**src/rtl/window_gen_kxk_stream_if.sv**
```systemverilog
// Stream bundle for the KxK window generator: pixel input side, window output side,
// and the frame error pulse. The generator uses the slave modport, the producer/consumer
// pair (or a bench) uses the master modport.
interface window_gen_kxk_stream_if #(
  parameter int PIX_W = 9,
  parameter int K     = 3,
  parameter int IMG_W = 8,
  parameter int IMG_H = 8
);
  localparam int XW = $clog2(IMG_W);
  localparam int YW = $clog2(IMG_H);

  logic                    in_valid;
  logic                    in_ready;
  logic                    in_sof;
  logic signed [PIX_W-1:0] in_pixel;
  logic                    out_valid;
  logic                    out_ready;
  logic [K*K*PIX_W-1:0]    win_flat;
  logic [XW-1:0]           out_x;
  logic [YW-1:0]           out_y;
  logic                    out_last;
  logic                    frame_err;

  modport master (
    output in_valid, in_sof, in_pixel, out_ready,
    input  in_ready, out_valid, win_flat, out_x, out_y, out_last, frame_err
  );

  modport slave (
    input  in_valid, in_sof, in_pixel, out_ready,
    output in_ready, out_valid, win_flat, out_x, out_y, out_last, frame_err
  );
endinterface

```
**src/rtl/window_gen_kxk_stream.sv**
```systemverilog
// KxK raster window generator with ready/valid backpressure, start-of-frame resync,
// frame wrap and last-window marker. Pixels are forwarded bit-exact.
// Optional build macro WINGEN_STRIDE2_EN: only windows whose top-left x and y are both
// even are emitted; storage and counters behave identically in both builds.
module window_gen_kxk_stream #(
  parameter int PIX_W = 9,
  parameter int K     = 3,
  parameter int IMG_W = 8,
  parameter int IMG_H = 8
) (
  input logic                    clk,
  input logic                    rst,
  window_gen_kxk_stream_if.slave bus
);
  localparam int XW = $clog2(IMG_W);
  localparam int YW = $clog2(IMG_H);
  localparam int WW = K * K * PIX_W;

`ifdef WINGEN_STRIDE2_EN
  localparam int LAST_XI = ((IMG_W - K) / 2) * 2;
  localparam int LAST_YI = ((IMG_H - K) / 2) * 2;
`else
  localparam int LAST_XI = IMG_W - K;
  localparam int LAST_YI = IMG_H - K;
`endif

  localparam logic [XW-1:0] X_MAX   = XW'(IMG_W - 1);
  localparam logic [YW-1:0] Y_MAX   = YW'(IMG_H - 1);
  localparam logic [XW-1:0] X_START = XW'(K - 1);
  localparam logic [YW-1:0] Y_START = YW'(K - 1);
  localparam logic [XW-1:0] LAST_X  = XW'(LAST_XI);
  localparam logic [YW-1:0] LAST_Y  = YW'(LAST_YI);

  logic [XW-1:0]    x, cur_x, win_x;
  logic [YW-1:0]    y, cur_y, win_y;
  logic             accept, resync, emit, win_last;
  logic [PIX_W-1:0] line_buf [K-1][IMG_W];
  logic [PIX_W-1:0] col_sr   [K][K];
  logic [PIX_W-1:0] new_col  [K];
  logic [WW-1:0]    win_next;

  // A new pixel may enter whenever the output register is empty or being drained now.
  assign bus.in_ready = !bus.out_valid || bus.out_ready;

  // Resolve where the incoming pixel lands (in_sof forces (0,0)) and build the window it completes.
  always_comb begin
    accept   = bus.in_valid && bus.in_ready;
    resync   = accept && bus.in_sof && ((x != '0) || (y != '0));
    cur_x    = bus.in_sof ? '0 : x;
    cur_y    = bus.in_sof ? '0 : y;
    win_x    = cur_x - X_START;
    win_y    = cur_y - Y_START;
    win_next = '0;
    for (int r = 0; r < K - 1; r++) begin
      new_col[r] = line_buf[K-2-r][cur_x];
    end
    new_col[K-1] = bus.in_pixel;
    for (int r = 0; r < K; r++) begin
      for (int c = 0; c < K - 1; c++) begin
        win_next[(r*K+c)*PIX_W +: PIX_W] = col_sr[r][c+1];
      end
      win_next[(r*K+K-1)*PIX_W +: PIX_W] = new_col[r];
    end
`ifdef WINGEN_STRIDE2_EN
    emit = accept && (cur_x >= X_START) && (cur_y >= Y_START) && !win_x[0] && !win_y[0];
`else
    emit = accept && (cur_x >= X_START) && (cur_y >= Y_START);
`endif
    win_last = (win_x == LAST_X) && (win_y == LAST_Y);
  end

  // Raster position advances once per accepted pixel, wrapping at line end and frame end.
  always_ff @(posedge clk) begin
    if (rst) begin
      x <= '0;
      y <= '0;
    end else if (accept) begin
      if (cur_x == X_MAX) begin
        x <= '0;
        y <= (cur_y == Y_MAX) ? '0 : cur_y + YW'(1);
      end else begin
        x <= cur_x + XW'(1);
        y <= cur_y;
      end
    end
  end

  // Line buffers age by one line at the current column; line 0 always holds the newest row.
  always_ff @(posedge clk) begin
    if (accept) begin
      line_buf[0][cur_x] <= bus.in_pixel;
      for (int j = 1; j < K - 1; j++) begin
        line_buf[j][cur_x] <= line_buf[j-1][cur_x];
      end
    end
  end

  // Column shift registers slide left and take the freshly assembled column on the right.
  always_ff @(posedge clk) begin
    if (rst) begin
      for (int r = 0; r < K; r++) begin
        for (int c = 0; c < K; c++) begin
          col_sr[r][c] <= '0;
        end
      end
    end else if (accept) begin
      for (int r = 0; r < K; r++) begin
        for (int c = 0; c < K - 1; c++) begin
          col_sr[r][c] <= col_sr[r][c+1];
        end
        col_sr[r][K-1] <= new_col[r];
      end
    end
  end

  // Output register: load a completed window, hold it under backpressure, clear on handshake.
  always_ff @(posedge clk) begin
    if (rst) begin
      bus.out_valid <= 1'b0;
      bus.win_flat  <= '0;
      bus.out_x     <= '0;
      bus.out_y     <= '0;
      bus.out_last  <= 1'b0;
      bus.frame_err <= 1'b0;
    end else begin
      bus.frame_err <= resync;
      if (emit) begin
        bus.out_valid <= 1'b1;
        bus.win_flat  <= win_next;
        bus.out_x     <= win_x;
        bus.out_y     <= win_y;
        bus.out_last  <= win_last;
      end else if (bus.out_ready) begin
        bus.out_valid <= 1'b0;
      end
    end
  end
endmodule

```
**src/flat_wrapper.sv**
```systemverilog
// flat-port wrapper written by rule: the top's interface ports become plain ports
module window_gen_kxk_stream_flat 
#(
  parameter int PIX_W = 9,
  parameter int K     = 3,
  parameter int IMG_W = 8,
  parameter int IMG_H = 8
)
  (clk, rst, bus_in_valid, bus_in_sof, bus_in_pixel, bus_out_ready, bus_in_ready, bus_out_valid, bus_win_flat, bus_out_x, bus_out_y, bus_out_last, bus_frame_err);
  window_gen_kxk_stream_if #(.PIX_W(PIX_W), .K(K), .IMG_W(IMG_W), .IMG_H(IMG_H)) bus_i ();
  input logic clk;
  input logic rst;
  input wire logic [$bits(bus_i.in_valid)-1:0] bus_in_valid;
  input wire logic [$bits(bus_i.in_sof)-1:0] bus_in_sof;
  input wire logic [$bits(bus_i.in_pixel)-1:0] bus_in_pixel;
  input wire logic [$bits(bus_i.out_ready)-1:0] bus_out_ready;
  output wire logic [$bits(bus_i.in_ready)-1:0] bus_in_ready;
  output wire logic [$bits(bus_i.out_valid)-1:0] bus_out_valid;
  output wire logic [$bits(bus_i.win_flat)-1:0] bus_win_flat;
  output wire logic [$bits(bus_i.out_x)-1:0] bus_out_x;
  output wire logic [$bits(bus_i.out_y)-1:0] bus_out_y;
  output wire logic [$bits(bus_i.out_last)-1:0] bus_out_last;
  output wire logic [$bits(bus_i.frame_err)-1:0] bus_frame_err;
  assign bus_i.in_valid = bus_in_valid;
  assign bus_i.in_sof = bus_in_sof;
  assign bus_i.in_pixel = bus_in_pixel;
  assign bus_i.out_ready = bus_out_ready;
  assign bus_in_ready = bus_i.in_ready;
  assign bus_out_valid = bus_i.out_valid;
  assign bus_win_flat = bus_i.win_flat;
  assign bus_out_x = bus_i.out_x;
  assign bus_out_y = bus_i.out_y;
  assign bus_out_last = bus_i.out_last;
  assign bus_frame_err = bus_i.frame_err;
  window_gen_kxk_stream #(.PIX_W(PIX_W), .K(K), .IMG_W(IMG_W), .IMG_H(IMG_H)) u_core (.clk(clk), .rst(rst), .bus(bus_i));
endmodule
```
**config.mk**
```make
export PLATFORM = sky130hd
export DESIGN_NAME = window_gen_kxk_stream_flat
export DESIGN_NICKNAME = d
export VERILOG_FILES = /design/src/rtl/window_gen_kxk_stream_if.sv /design/src/rtl/window_gen_kxk_stream.sv /design/src/flat_wrapper.sv
export SDC_FILE = /design/constraint.sdc
export NUM_CORES = 1
export LEC_CHECK = 0
export ABC_AREA = 0
export BUFFER_PORTS_ARGS = -buffer_cell sky130_fd_sc_hd__buf_2
export CAP_MARGIN = 10
export CORE_ASPECT_RATIO = 0.8
export CORE_MARGIN = 10
export CORE_UTILIZATION = 27
export CTS_CLUSTER_SIZE = 12
export DETAILED_ROUTE_END_ITERATION = 16
export SETUP_SLACK_MARGIN = 0.4
export SLEW_MARGIN = 20
export SYNTH_ARGS = -nofsm -noshare
export SYNTH_HDL_FRONTEND = slang
export SYNTH_SLANG_ARGS = --single-unit
```
**constraint.sdc**
```tcl
create_clock -name clk -period 4 [get_ports clk]
set_clock_uncertainty 0.15 [all_clocks]
set_input_delay 0.8 -clock clk [delete_from_list [all_inputs] [get_ports clk]]
set_output_delay 0.8 -clock clk [all_outputs]
set_load 0.05 [all_outputs]
```
==> results of run 1 <==
## critical path, stage by stage, from the launching register on
cell and delay [ns]:
dfxtp_2 0.91, or3b_1 0.78, o32a_1 0.29, o211ai_1 0.48
inv_1 0.26
## synth_stat cells (7+ instances only)
cell,instances
a22oi_1,16
ha_1,7
and3_1,42
dfxtp_1,96
inv_1,19
nand2_1,26
mux2i_1,52
nor2_1,22
a21oi_1,92
nor2b_1,19
clkbuf_1,61
buf_2,32
o22ai_1,18
o31ai_1,69
nand4_1,66
o32a_1,16
o211ai_1,16
edfxtp_1,198
a211oi_1,9
## power by group
group | switching (mW) | leakage, nW | internal (mW)
sequential | 0.0398 | 2.68 | 3.33
combinational | 0.220 | 1.77 | 0.0849
clock | 1.11 | 0.419 | 1.44
## worst max path at each step
stage	from	end	slack, ns	cells after the start
final	u_core.x[0]$_SDFFE_PP0P_	u_core.line_buf[0][121]$_DFFE_PP_	0.77	4
after global routing	u_core.x[0]$_SDFFE_PP0P_	u_core.line_buf[0][76]$_DFFE_PP_	0.67	4
after CTS	u_core.x[0]$_SDFFE_PP0P_	u_core.line_buf[0][76]$_DFFE_PP_	0.72	4
after detailed placement	bus_in_sof	u_core.line_buf[0][112]$_DFFE_PP_	0.44	6
after global placement	bus_in_sof	u_core.line_buf[0][121]$_DFFE_PP_	0.49	6
after floorplan	bus_out_ready	u_core.line_buf[0][108]$_DFFE_PP_	-0.09	6
## metal layers
| layer | vias up | share of wire (%) | global-route usage [%] |
|---|---|---|---|
| met4 | 0 | 1.9 | 2.40 |
| met1 | 4124 | 47 | 17.4 |
| met3 | 46 | 7.0 | 2.88 |
| met2 | 249 | 45 | 18.3 |
| li1 | 3721 | - | - |
| met5 | - | 0 | 0 |
## cells by family after synthesis
group	share of synthesized area, %
DFF	66.8
adders and majority gates	0.744
muxes	4.61
buffers and inverters	4.04
and+or+nand+nor	9.49
AOI/OAI and AO/OA	14.3
## flip-flops by register name (all words and copies together) (netlist names), 3 cells and up
| register | count |
|---|---|
| u_core.y | 3 |
| u_core.x | 3 |
| u_core.bus.win_flat | 81 |
| u_core.col_sr | 54 |
| u_core.bus.out_x | 3 |
| u_core.bus.out_y | 3 |
| u_core.line_buf | 144 |
## cell type report
type / instances / area (sq um)
tap: 560 / 701
sequential: 294 / 7870
multi-input combinational: 506 / 3480
inverter: 19 / 71.3
clock inverter: 1 / 6.26
timing repair buffer: 141 / 847
fill: 4202 / 29300
antenna: 1 / 2.50
clock buffer: 52 / 862
## through the flow
step,area [sq um],instances
global route,13800,1574
floorplan,11800,915
detailed placement,13000,1519
finish,13800,1574
global placement,12900,1518
CTS,13800,1572
==> impl_results.md, run 1 <==
- Post-synth EDFFs: 198
- Post-Synthesis Cell Area: 11,800 sq um
- RSZ-0062 raised after global routing: no
- Initial antenna violation count: 2
- CP required: 4.08 ns
- Seq/Total Area, Yosys: 66.8%
- Syn Nets: 936
- Htree depth: 1
- Post-Syn Area per Cell: 12.9 sq um
- Most frequent cells in the layout: 198 x edfxtp_1, 104 x buf_2, 94 x dfxtp_1, 92 x a21oi_1, 69 x o31ai_1
- Via count: 8,140
- Worst hold path cell count: 2
- Worst hold path type: register to register
- Fraction of registers with async set/reset: 0%
- Worst Hold End: u_core.bus.win_flat[33]$_SDFFE_PP0P_
- Root buffer cell: clkbuf_16
- Std cell rows: 68
- Total detailed-routing wirelength: 32.9 mm
- Commonest non-fill, non-tap cell in the layout: edfxtp_1
- IO Pins: 105
- Hold-fix buffers, CTS: 0
- Final hold violations: 0
- Post-layout util: 32.1%
- R2r setup slk: 0.77 ns
- Leak Pwr: 4.87 nW
- RR Startpoint: u_core.x[0]$_SDFFE_PP0P_
- # clock sinks: 294
- Largest net degree at the start of global routing: 107
- RD Place Congestion: 0.782
- Max Fclk: 0.310 GHz
- Initial Util: 27.3%
- # DRC: 0
- Core Region: 43,100 sq um
- CTS tree: built
- Worst IR drop on VDD: 242 uV
- Global-route wire length before repair: 50.1 mm
- Worst Setup Start Kind: register
- Clock latency at the later pin of the worst-skew pair: 0.55 ns
- CTS Buf Count: 29
- I/O Buffers: 104
- Period utilization: 80.7%
- Reg-to-Reg End: u_core.line_buf[0][121]$_DFFE_PP_
- Dpl ws: 0.437 ns
- Cell variety after synth: 42
- Die area: 52,400 sq um
- GR Overflow Total: 0
- Bufs on Longest Clock Path: 3
- Largest area contributor in the netlist: edfxtp_1
- Die Wd: 254 microns
- Setup TNS: 0 ns
- WP data arrival: 3.31 ns
- Routed Antenna Nets: 0
- Synth top area share: 50.5%
- Worst slew pin tran: 0.927 ns
- Main flop type after synthesis: edfxtp_1
- Worst setup path class: register to register
- Routed wire length per instance: 20.9 microns
- Synth area leaders: edfxtp_1 50%, dfxtp_1 16%, mux2i_1 4.4%
- Hold Startpoint: u_core.bus.win_flat[33]$_SDFFE_PP0P_
- Power Dens Cells: 450 nW/um^2
- Die H: 207 microns
- Layout Nets: 1,012
- Slew headroom: 38.1%
- Initial DRC count: 757
- Min Hold Slack: 0.318 ns
- DP Wirelength: 20.8 mm
- Fin crit period: 3.23 ns
- Layout cell share with drive strength beyond 1: 19.1%
- Fin. max-slew vios: 0
- CP Max Fanout: 33
- Max-cap violations: 0
- GRT Total Usage: 12.1%
- Post-Syn Instances: 915
- Setup bufs post-CTS: 0
- Ys Warns: 0
- Final Setup Violations: 0
- Vias per cell: 5.17
- DRT Pass-1 Iters: 6
- Status: finished clean
- Setup ws final: 0.771 ns
- Vias in the first global route: 8,047
- Clock Pin Slew Worst Setup and Hold Paths: 0.07 ns
- FF-to-FF path depth: 4
- Synth Register Bits: 294
- Area grow syn2layout: 17.5%
- CP Capture Type: register
- PostCTS Resize Cnt: 0
- Total power: 6.22 mW
(Power assumes the default switching activity.)
==> run 2: changes to the inputs <==
- ABC_AREA: 0 -> 1
- clock period: 4 -> 2.9 ns (I/O delays scaled with it)
==> impl_results.md, run 2 <==
- I/O Buffers: 104 (unchanged)
- # diodes: 0 (-1)
- Total power: 8.60 mW (+38%)
- Post-Syn Instances: 1,197 (+31%)
- CP endpoint: u_core.bus.win_flat[26]$_SDFFE_PP0P_
- Worst slew pin tran: 0.683 ns (-0.244 ns)
- CP Max Fanout: 18 (-45%)
- Root buffer cell: clkbuf_16
- Fraction of registers with async set/reset: 0% (unchanged)
- Largest area contributor in the netlist: edfxtp_1
- Slowest cell on the critical path: nor2_4
- Period utilization: 78.1% (-2.6 points)
- Post-Syn Area per Cell: 9.76 sq um (-24%)
- Hold-fix buffers, CTS: 0 (unchanged)
- Max incr delay on CP: 0.42 ns (-0.49 ns)
- Core Region: 43,000 sq um (-0.39%)
- Status: finished clean
- Design Area, Final: 13,900 sq um (+0.76%)
- Worst setup path class: register to register
- Htree depth: 1 (unchanged)
- Setup bufs post-CTS: 0 (unchanged)
- Die H: 206 microns (-0.37%)
- Cell area after placement: 13,000 sq um (+0.67%)
- Largest register FFs: 144 (unchanged)
- Commonest non-fill, non-tap cell in the layout: nor2_1
- Largest registers: u_core.line_buf x144, u_core.bus.win_flat x81, u_core.col_sr x54
- Synth Register Bits: 294 (unchanged)
- Worst hold path type: primary input to register
- Ys Warns: 0 (unchanged)
- Clock latency at the later pin of the worst-skew pair: 0.56 ns (about the same)
- Final Setup Violations: 0 (unchanged)
- Die Wd: 253 microns (-0.38%)
- Max Fclk: 0.441 GHz (+42%)
- Via count: 8,272 (+1.6%)
- GR Overflow Total: 0 (unchanged)
- Post-Synthesis Cell Area: 11,700 sq um (-0.82%)
- CP required: 3.20 ns (-0.88 ns)
- Leak Pwr: 5.77 nW (+19%)
- Seq/Total Area, Yosys: 67.4% (+0.55 points)
- Layout cell share with drive strength beyond 1: 15.0% (-4.1 points)
- RR Startpoint: u_core.x[2]$_SDFFE_PP0P_
- Fin. max-slew vios: 0 (unchanged)
- Worst Setup Start Kind: register
- Area grow syn2layout: 19.4%
- RSZ-0062 raised after global routing: no
- Origin of the worst setup path: u_core.x[2]$_SDFFE_PP0P_
- Global-route wire length before repair: 46.7 mm (-6.8%)
- Std cell rows: 68 (unchanged)
- Bufs on Longest Clock Path: 3 (unchanged)
- FF-to-FF path depth: 9 (+5)
- Slew headroom: 54.3% (+16 points)
- Total detailed-routing wirelength: 29.7 mm (-9.7%)
- Die area: 52,000 sq um (-0.75%)
- Worst IR drop on VDD: 407 uV (+68%)
- Vias in the first global route: 7,990 (-0.71%)
- Syn Nets: 1,218 (+30%)
- Most instantiated cells after synthesis: 292 x nor2_1, 212 x nand2_1, 198 x edfxtp_1, 120 x inv_1, 96 x dfxtp_1
- WP data arrival: 2.56 ns (-0.75 ns)
- Routed Antenna Nets: 0 (unchanged)
- Top-count cell post-synth: nor2_1
- Crit-path cells: inv_1, nor2_4, buf_4, nor2_1, nand2_1, nand3_1, a21oi_1, buf_4, nor2_1
- Power Dens Cells: 617 nW/um^2 (+37%)
- Fillers: 4,368 (+4.0%)
- PostCTS Resize Cnt: 1 (+1)
- Cell variety after synth: 27 (-36%)
- DRT Pass-1 Iters: 4 (-2)
- Synth area leaders: edfxtp_1 51%, dfxtp_1 16%, nor2_1 9.4%
- Reg-to-Reg End: u_core.bus.win_flat[26]$_SDFFE_PP0P_
- Initial Util: 27.2% (-0.12 points)
- CTS tree: built
- Final hold violations: 0 (unchanged)
- Most frequent cells in the layout: 283 x nor2_1, 209 x nand2_1, 198 x edfxtp_1, 120 x inv_1, 104 x buf_2
- Synth top area share: 50.9% (+0.42 points)
- Main flop type after synthesis: edfxtp_1
- # DRC: 0 (unchanged)
- Largest net degree at the start of global routing: 70 (-35%)
- CTS Buf Count: 29 (unchanged)
- DP Wirelength: 19.8 mm (-4.6%)
- Setup TNS: 0 ns (unchanged)
- Routed wire length per instance: 15.7 microns (-25%)
- Initial DRC count: 607 (-20%)
- CP Capture Type: register
- Fin crit period: 2.27 ns (-0.963 ns)
- Clock Pin Slew Worst Setup and Hold Paths: 0.06 ns (about the same)
- # clock sinks: 294 (unchanged)
- Vias per cell: 4.38 (-15%)
- IO Pins: 105 (unchanged)
- R2r setup slk: 0.63 ns (-0.14 ns)
- Layout Nets: 1,328 (+31%)
- Initial antenna violation count: 0 (-2)
- GRT Total Usage: 11.3% (-0.80 points)
- Post-synth EDFFs: 198 (unchanged)
- Largest Register: u_core.line_buf
- RD Place Congestion: 0.835 (+6.8%)
- Max-cap violations: 0 (unchanged)
-- run 2: changes by cell type in the layout (fill, tap and decap cells not counted), sizes merged, moves of 70 or more --
cell / previous run / this run
nand3: 1 / 94
nor2: 22 / 292
inv: 20 / 125
o21ai: 3 / 74
o31ai: 70 / 0
nand2: 26 / 215
-- run 2: worst max-delay path: cells and delay by family (launching register included) --
family | cells | cell delay, ns
AND/OR/NAND/NOR | 5 | 0.68
flip-flops | 1 | 0.33
buffers and inverters | 3 | 0.64
AO/OA/AOI/OAI | 1 | 0.33
-- run 2: final cells by class --
cell class,instances,area (sq um),area share [%]
clock buffer,52,877,6.29
clock inverter,1,8.76,0.0628
inverter,124,468,3.36
multi-input combinational,717,3100,22.3
sequential,294,7870,56.5
tap,560,701,5.03
timing repair buffer,141,913,6.55
-- run 2: where the power goes --
part	switching [mW]	internal (mW)	total (mW)
Sequential	0.0339	4.58	4.62
Clock	1.53	2.03	3.55
Combinational	0.327	0.103	0.430
-- run 2: worst min-delay path by stage --
stage | to | startpoint | cells after the start | slack, ns
finish | u_core.bus.out_valid$_SDFFE_PP0P_ | bus_out_ready | 4 | 0.18
global route | u_core.bus.out_valid$_SDFFE_PP0P_ | bus_out_ready | 4 | 0.16
CTS | u_core.bus.out_valid$_SDFFE_PP0P_ | bus_out_ready | 4 | 0.14
detailed placement | u_core.bus.win_flat[57]$_SDFFE_PP0P_ | u_core.bus.win_flat[57]$_SDFFE_PP0P_ | 2 | 0.32
global placement | u_core.bus.win_flat[67]$_SDFFE_PP0P_ | u_core.bus.win_flat[67]$_SDFFE_PP0P_ | 2 | 0.31
floorplan | u_core.y[0]$_SDFFE_PP0P_ | u_core.y[0]$_SDFFE_PP0P_ | 2 | 0.30
-- run 2: through the flow --
step	instances	utilization (%)	hold WS [ns]	setup WS, ns
final	1889	32.5	0.177	0.634
after global routing	1889	32.5	0.162	0.408
after CTS	1889	32.4	0.138	0.424
after detailed placement	1836	30.4	0.317	0.0564
after global placement	1835	30.3	0.312	0.0864
after floorplan	1197	-	0.302	0.331
-- run 2: cells by family after synthesis --
kind of cell,count (synthesis),share of synthesized area (%)
AND/OR/NAND/NOR,610,21.0
buffers and inverters,186,6.56
AO/OA/AOI/OAI,100,4.35
flip-flops,294,67.4
adder cells (fa/ha/maj),7,0.750
-- run 2: routing by layer --
| layer | vias up | global-route usage [%] | routed length, microns |
|---|---|---|---|
| met1 | 3928 | 16.0 | 14300 |
| met4 | 0 | 2.55 | 498 |
| met2 | 229 | 17.4 | 13000 |
| met3 | 36 | 2.45 | 1900 |
| li1 | 4079 | - | - |
| met5 | - | 0 | 0 |
